`src/rtl/xswitch_egress_port.sv`:
```
// Egress port of the crossbar switch: captures words from the switch with a
// three-state handshake, drops misrouted words and buffers the rest in a FIFO.
module xswitch_egress_port #(
  parameter int unsigned DATA_W  = 8,
  parameter int unsigned ADDR_W  = 2,
  parameter int unsigned DEPTH   = 8,
  parameter int unsigned PORT_ID = 0
) (
  input  logic                     clk,
  input  logic                     reset,
  input  logic [DATA_W-1:0]        sw_data,
  input  logic [ADDR_W-1:0]        sw_addr,
  input  logic                     sw_data_rdy,
  output logic                     sw_data_read,
  output logic                     rcv_rdy,
  output logic [DATA_W-1:0]        out_data,
  output logic                     out_valid,
  input  logic                     out_ready,
  output logic [$clog2(DEPTH):0]   fifo_count,
  output logic [7:0]               misroute_cnt
);

  localparam int unsigned PtrW = $clog2(DEPTH);
  localparam int unsigned CntW = PtrW + 1;
  localparam logic [CntW-1:0]   DepthCnt = CntW'(DEPTH);
  localparam logic [ADDR_W-1:0] OwnAddr  = ADDR_W'(PORT_ID);

  typedef enum logic [1:0] {StIdle, StAck, StWait} state_e;

  state_e            state_q;
  logic              read_q;
  logic [7:0]        misroute_q;
  logic [PtrW-1:0]   wr_ptr_q, rd_ptr_q;
  logic [CntW-1:0]   count_q;
  logic [DATA_W-1:0] mem [DEPTH];

  logic full, capture, push, pop;

  always_comb begin
    full    = (count_q == DepthCnt);
    capture = (state_q == StIdle) && sw_data_rdy && !full;
    push    = capture && (sw_addr == OwnAddr);
    pop     = (count_q != '0) && out_ready;
  end

  // Capture handshake; sw_data_read is a registered one-cycle pulse in StAck.
  always_ff @(posedge clk or negedge reset) begin
    if (!reset) begin
      state_q    <= StIdle;
      read_q     <= 1'b0;
      misroute_q <= '0;
    end else begin
      case (state_q)
        StIdle: begin
          read_q <= 1'b0;
          if (capture) begin
            state_q <= StAck;
            read_q  <= 1'b1;
            if (!push && misroute_q != 8'hFF) begin
              misroute_q <= misroute_q + 8'd1;
            end
          end
        end
        StAck: begin
          state_q <= StWait;
          read_q  <= 1'b0;
        end
        StWait: begin
          read_q <= 1'b0;
          // Hold here until the switch drops the word so it is never taken twice.
          if (!sw_data_rdy) begin
            state_q <= StIdle;
          end
        end
        default: begin
          state_q <= StIdle;
          read_q  <= 1'b0;
        end
      endcase
    end
  end

  always_ff @(posedge clk or negedge reset) begin
    if (!reset) begin
      wr_ptr_q <= '0;
      rd_ptr_q <= '0;
      count_q  <= '0;
    end else begin
      if (push) begin
        wr_ptr_q <= wr_ptr_q + 1'b1;
      end
      if (pop) begin
        rd_ptr_q <= rd_ptr_q + 1'b1;
      end
      case ({push, pop})
        2'b10:   count_q <= count_q + 1'b1;
        2'b01:   count_q <= count_q - 1'b1;
        default: count_q <= count_q;
      endcase
    end
  end

  // Storage is not reset; out_data is masked while the FIFO is empty instead.
  always_ff @(posedge clk) begin
    if (push) begin
      mem[wr_ptr_q] <= sw_data;
    end
  end

  always_comb begin
    out_valid    = (count_q != '0);
    out_data     = out_valid ? mem[rd_ptr_q] : '0;
    rcv_rdy      = (count_q < DepthCnt);
    fifo_count   = count_q;
    misroute_cnt = misroute_q;
    sw_data_read = read_q;
  end

endmodule

```
`config.mk`:
```
export PLATFORM = sky130hd
export DESIGN_NAME = xswitch_egress_port
export DESIGN_NICKNAME = d
export VERILOG_FILES = /design/src/rtl/xswitch_egress_port.sv
export SDC_FILE = /design/constraint.sdc
export NUM_CORES = 1
export LEC_CHECK = 0
export CAP_MARGIN = 20
export CORE_MARGIN = 5
export CORE_UTILIZATION = 45
export CTS_CLUSTER_DIAMETER = 150
export DETAILED_ROUTE_END_ITERATION = 8
export PLACE_DENSITY = 0.77
export REMOVE_ABC_BUFFERS = 1
export SYNTH_ARGS = -nofsm -noshare
export SYNTH_HDL_FRONTEND = slang
export SYNTH_SLANG_ARGS = --single-unit
```
`constraint.sdc`:
```
create_clock -name clk -period 3 [get_ports clk]
set_input_delay 0.6 -clock clk [delete_from_list [all_inputs] [get_ports clk]]
set_output_delay 0.6 -clock clk [all_outputs]
set_load 0.02 [all_outputs]
```
==> summary.txt, run 1 <==
outcome -> finished, final reports clean
share of layout cells above drive strength 1 -> 21.6%
DRC violations left -> 0
Synth area leaders -> edfxtp_1, dfrtp_1, mux4_2
initial antenna violation count -> 0
setup violators final -> 0
Die Y -> 98.3 µm
Worst Hold Class -> flop to flop
Final Instance Area -> 4320 µm²
cell area after synthesis -> 3510 µm²
Skew-Pair Late Insertion Delay -> 350 ps
full die area -> 9660 µm²
Least-Margin Pin Slew -> 552 ps
H-tree levels -> 3
gpl congestion -> 0.763
Synth top cells by count -> edfxtp_1, dfrtp_1, mux4_2
Hold Vio Cnt, Final -> 0
CTS tree -> built
Syn Area/Cell -> 17.4 µm²
Post-synth EDFFs -> 64
final WL -> 6.13 mm
WL met3 -> 138 µm
per-cell routed wire length -> 16.8 µm
GRT Overall Usage -> 13.7%
initial DRC count -> 104
sequential area share after synthesis -> 69.7%
worst rel slew slack -> 63.2%
WS Path Type -> flop to output port
worst clock skew -> 6.97 ps
largest net degree at the start of global routing -> 22
DIE WIDTH -> 98.3 µm
max-slew violation count -> 0
CP endpoint kind -> output port
Post-CTS Hold Fix Bufs -> 0
Max Fclk -> 351 MHz
Yosys cell types -> 33
total I/O pin count -> 37
CTS root buffer -> clkbuf_8
Placed Area -> 4110 µm²
via count -> 1,882
Tcrit/Tclk final -> 95.0%
1st-pass router iterations -> 4
post-DP HPWL -> 4.05 mm
post-cts repair resize count -> 0
Power Density -> 906 nW/µm²
count leader, synth -> edfxtp_1
Final Critical Period -> 2850 ps
Clock Tree Buf Depth -> 2
Lkg Pwr -> 1.55 nW
post-CTS setup buffer count -> 0
total grt overflow -> 0
routed wl met2 -> 3.21 mm
Area Growth Syn to Fin -> 23.1%
Ys Warns -> 0
final setup TNS -> 0 ps
vias in the first global route -> 1,915
RSZ-0062 raised after global routing -> no
Initial Utilization -> 45.9%
met1 WL -> 2.66 mm
Top Metal Used -> met4
async set-reset flop share out of synthesis -> 24.7%
CTS Buf Count -> 9
port bufs -> 36
ANT cells -> 0
Peak supply drop -> 0.420 mV
maximum fanout along the worst path -> 10
Total Nets Final -> 279
max cap viols -> 0
Worst EP required -> 2400 ps
Detail Route Antenna Nets -> 0
dominant cell type by area after synthesis -> edfxtp_1
crit start category -> flop
dominant synthesized flop cell -> edfxtp_1
Post-Synthesis Cells -> 202
Num Clock Sinks -> 85
Seq cells post-synth -> 85
# rows -> 32
first-pass GRT wire length -> 10.0 mm
share of the synthesized area in the top cell type -> 54.8%
Clock transition at path regs -> 90 ps
CP Data Arrival Time -> 2250 ps
DR vias/cell -> 5.14
core area -> 7650 µm²
==> routing by layer <==
metal	vias to the layer above	global-route usage, %
met3	9	2.64
met1	953	17.8
li1	893	-
met4	0	6.93
met5	-	0
met2	27	21.8
==> stage by stage <==
| stage | hold WS, ps | setup WS [ps] | util (%) | total power, mW | cells |
|---|---|---|---|---|---|
| finish | 485 | 151 | 56.5 | 3.92 | 366 |
| global route | 514 | 44.1 | 56.5 | 4.14 | 366 |
| CTS | 488 | 122 | 56.5 | 3.96 | 366 |
| detailed placement | 479 | 105 | 53.7 | 3.13 | 350 |
| global placement | 467 | 162 | 53.7 | 3.09 | 350 |
| floorplan | 304 | 332 | - | 2.49 | 195 |
==> cells in the final DEF (no fill, tap or decap), types with 2 or more instances in the layout <==
cell | synthesis | final
nand3_1 | 4 | 4
nand2b_1 | 3 | 3
nor3_1 | 7 | 7
nor4_1 | 2 | 2
buf_4 | 1 | 16
inv_1 | 5 | 5
xor2_1 | 8 | 8
xnor2_1 | 8 | 8
nand4_1 | 2 | 2
nor2_1 | 15 | 15
clkdlybuf4s50_1 | 0 | 36
nand4b_1 | 2 | 2
nand2_1 | 6 | 6
dfrtp_1 | 21 | 21
ha_1 | 6 | 6
mux2_2 | 5 | 5
clkinvlp_4 | 0 | 2
mux4_2 | 16 | 16
inv_8 | 0 | 2
edfxtp_1 | 64 | 64
mux2i_1 | 9 | 9
clkbuf_8 | 0 | 9
==> worst max-delay path: stages (launching register included) <==
cell	delay, ps
dfrtp_1	560
buf_4	270
mux4_2	320
mux2i_1	150
nor2_1	60
clkdlybuf4s50_1	540
==> sequential cells by signal (all words and copies together), names as in the netlist <==
| name | cells |
|---|---|
| mem | 64 |
| misroute_cnt | 8 |
| fifo_count | 4 |
| rd_ptr_q | 3 |
| wr_ptr_q | 3 |
| state_q | 2 |
| sw_data_read | 1 |
==> cell type report <==
cell class                      instances  area (µm²)
Sequential cell                        85        2450
Clock buffer                            9         124
Timing Repair Buffer                   53         500
Clock inverter                          7        92.6
Inverter                                5        18.8
Multi-Input combinational cell        105        1010
Fill cell                             585        3330
Tap cell                              102         128
==> report_power, final <==
group | switching (mW) | internal [mW]
Clock | 0.432 | 0.406
Sequential | 0.215 | 1.41
Combinational | 0.673 | 0.782
==> cells by family (layout without fill, tap and decap cells) <==
| group | Yosys count | after routing | synth area share, % |
|---|---|---|---|
| xor gates and xnor gates | 16 | 16 | 3.99 |
| and+or+nand+nor | 48 | 48 | 7.24 |
| muxes | 30 | 30 | 14.4 |
| AOI/OAI and AO/OA | 5 | 5 | 0.998 |
| DFF | 85 | 85 | 69.7 |
| adders and majority gates | 6 | 6 | 2.14 |
| buffers and inverters | 12 | 74 | 1.46 |
==> path summary, 6_finish.rpt <==
| check | start | end | slack (ps) | cells after the start |
|---|---|---|---|---|
| max | rd_ptr_q[1] | out_data[6] | 150 | 5 |
| min | state_q[1] | state_q[1] | 490 | 1 |
| max reg2reg | fifo_count[1] | fifo_count[2] | 570 | 11 |
| min reg2reg | state_q[1] | state_q[1] | 490 | 1 |
| max in group asynchronous | reset | rd_ptr_q[0] | 2190 | 2 |
| min in group asynchronous | reset | rd_ptr_q[1] | 590 | 2 |
No activity file was read; power rests on OpenSTA's default activity.
==> run 2: changes to the inputs <==
CAP_MARGIN = 10   (was 20)
==> results of run 2 <==
Final layout, timing and power as in run 1 (identical DEF).
==> RTL change: new RTL, config.mk and constraints of run 1 <==
Re-encode `state_e` (3 states) as one-hot, 3 bits wide.
--- a/src/rtl/xswitch_egress_port.sv
+++ b/src/rtl/xswitch_egress_port.sv
@@ -25,7 +25,7 @@
   localparam logic [CntW-1:0]   DepthCnt = CntW'(DEPTH);
   localparam logic [ADDR_W-1:0] OwnAddr  = ADDR_W'(PORT_ID);
 
-  typedef enum logic [1:0] {StIdle, StAck, StWait} state_e;
+  typedef enum logic [2:0] {StIdle = 3'b001, StAck = 3'b010, StWait = 3'b100} state_e;
 
   state_e            state_q;
   logic              read_q;
Function: same outputs for any inputs over 10 cycles, from zero or initial values and one cycle with reset low; not proved beyond that.
==> RTL change against run 1 <==
  * Die area up 2.1%
  * Final cell count up 0.55%
  * Sequential cell count up 1
  * Setup slack worse by 0.016 ns
  * Critical path depth unchanged
  * Final area unchanged
  * Synthesized cell count up 5.0%
  * Combinational power down 3%
  * Fmax down 0.56%
  * Total power down 1.2%
  * Global-route usage up 0.56 points
  * Area after synthesis up 2.4%
  * Wire length up 3.0%
==> RTL change: results (changes against run 1) <==
[placed_design]
placed_cell_area_um2=4130  ; was 4110 um^2
gp_congestion=0.765  ; was 0.763
place_ws_ns=0.239  ; was 0.105 ns
hpwl_mm=4.34  ; was 4.05 mm

[cells_and_area]
bufAreaShareNonClock=0.107  ; was 0.116
layout-drive-gt1-share=0.214  ; was 0.216
signal_buffers=48  ; was 53
seq_area_frac=0.573  ; was 0.566
inverters=2  ; was 5
fill_cells=616  ; was 585
finish.instance_area_um2=4320  ; unchanged
num-nets-final=282  ; was 279
clock_buffers=10  ; was 9

[yosys]
ys_top_cells_by_area=edfxtp_1 (53%), dfrtp_1 (15%), mux4_2 (10%), mux2i_1 (2.2%), nor2_1 (2.2%)  ; was edfxtp_1 (55%), dfrtp_1 (15%), mux4_2 (10%), mux2i_1 (2.6%), ha_1 (2.1%)
ys_seq_area_frac=0.688  ; was 0.697
synthTopCellsByCount=edfxtp_1 (64), dfrtp_1 (21), nor2_1 (21)  ; was edfxtp_1 (64), dfrtp_1 (21), mux4_2 (16)
synthDistinctLibCells=37  ; was 33
synth_compound_gate_area_share=0.0188  ; was 0.00998
synth_xor_area_frac=0.0292  ; was 0.0399
synth_fa_ha_area_frac=0.0209  ; was 0.0214
synth_mux_area_frac=0.138  ; was 0.144

[drt]
wl_per_cell_um=17.2  ; was 16.8 um
viasPerCell=5.17  ; was 5.14
dr.first_iter.drc_count=97  ; was 104

[timing]
fin_skew_ns=0.0114  ; was 0.00697 ns

[clock_tree]
cts.sinks=86  ; was 85

[grt]
grt_max_degree=23  ; was 22

[status]
status=finished clean  ; unchanged

[setup_path]
slowest_stage=clkdlybuf4s50_1  ; was dfrtp_1
crit_arrival_ns=2.27  ; was 2.25 ns

[power]
p_leak_nw=1.53  ; was 1.55 nW

==> RTL change: cell types whose count changed after synthesis, moves of 3 or more <==
| cell | delta |
|---|---|
| inv_1 | -4 |
| nand3_1 | +3 |
| nor2_1 | +6 |
| nor3_1 | -3 |
| xnor2_1 | -3 |
==> RTL change: path summary, 6_finish.rpt <==
path / from / end / slack (ns) / depth (start not counted)
worst max-delay path: rd_ptr_q[0] / out_data[3] / 0.13 / 5
worst min-delay path: wr_ptr_q[0] / wr_ptr_q[0] / 0.54 / 2
worst max register to register: fifo_count[1] / fifo_count[2] / 0.56 / 9
worst min register to register: wr_ptr_q[0] / wr_ptr_q[0] / 0.54 / 2
max in group asynchronous: reset / state_q[0] / 2.12 / 2
min in group asynchronous: reset / misroute_cnt[1] / 0.60 / 2
==> RTL change: worst max-delay path, delay by kind of cell (launching register included) <==
kind / cells / cell delay [ns]
flip-flops: 1 / 0.44
multiplexers: 2 / 0.67
buffers and inverters: 2 / 0.76
AND/OR/NAND/NOR: 1 / 0.05
==> RTL change: per-layer routing <==
layer | GRT usage | up-vias | wire length [um]
li1 | - | 911 | -
met4 | 0.0704 | 0 | 126
met2 | 0.246 | 32 | 3330
met5 | 0 | - | 0
met3 | 0.0217 | 8 | 217
met1 | 0.174 | 952 | 2640
==> RTL change: per-stage QoR <==
stage	instances	hold slack [ns]
finish	368	0.542
global route	368	0.568
CTS	368	0.543
detailed placement	353	0.520
global placement	353	0.501
floorplan	203	0.304
==> RTL change: where the power goes <==
group,switching (mW),internal (mW),total (mW)
clock,0.383,0.383,0.766
combinational,0.636,0.780,1.42
sequential,0.257,1.43,1.69
total,1.28,2.59,3.87
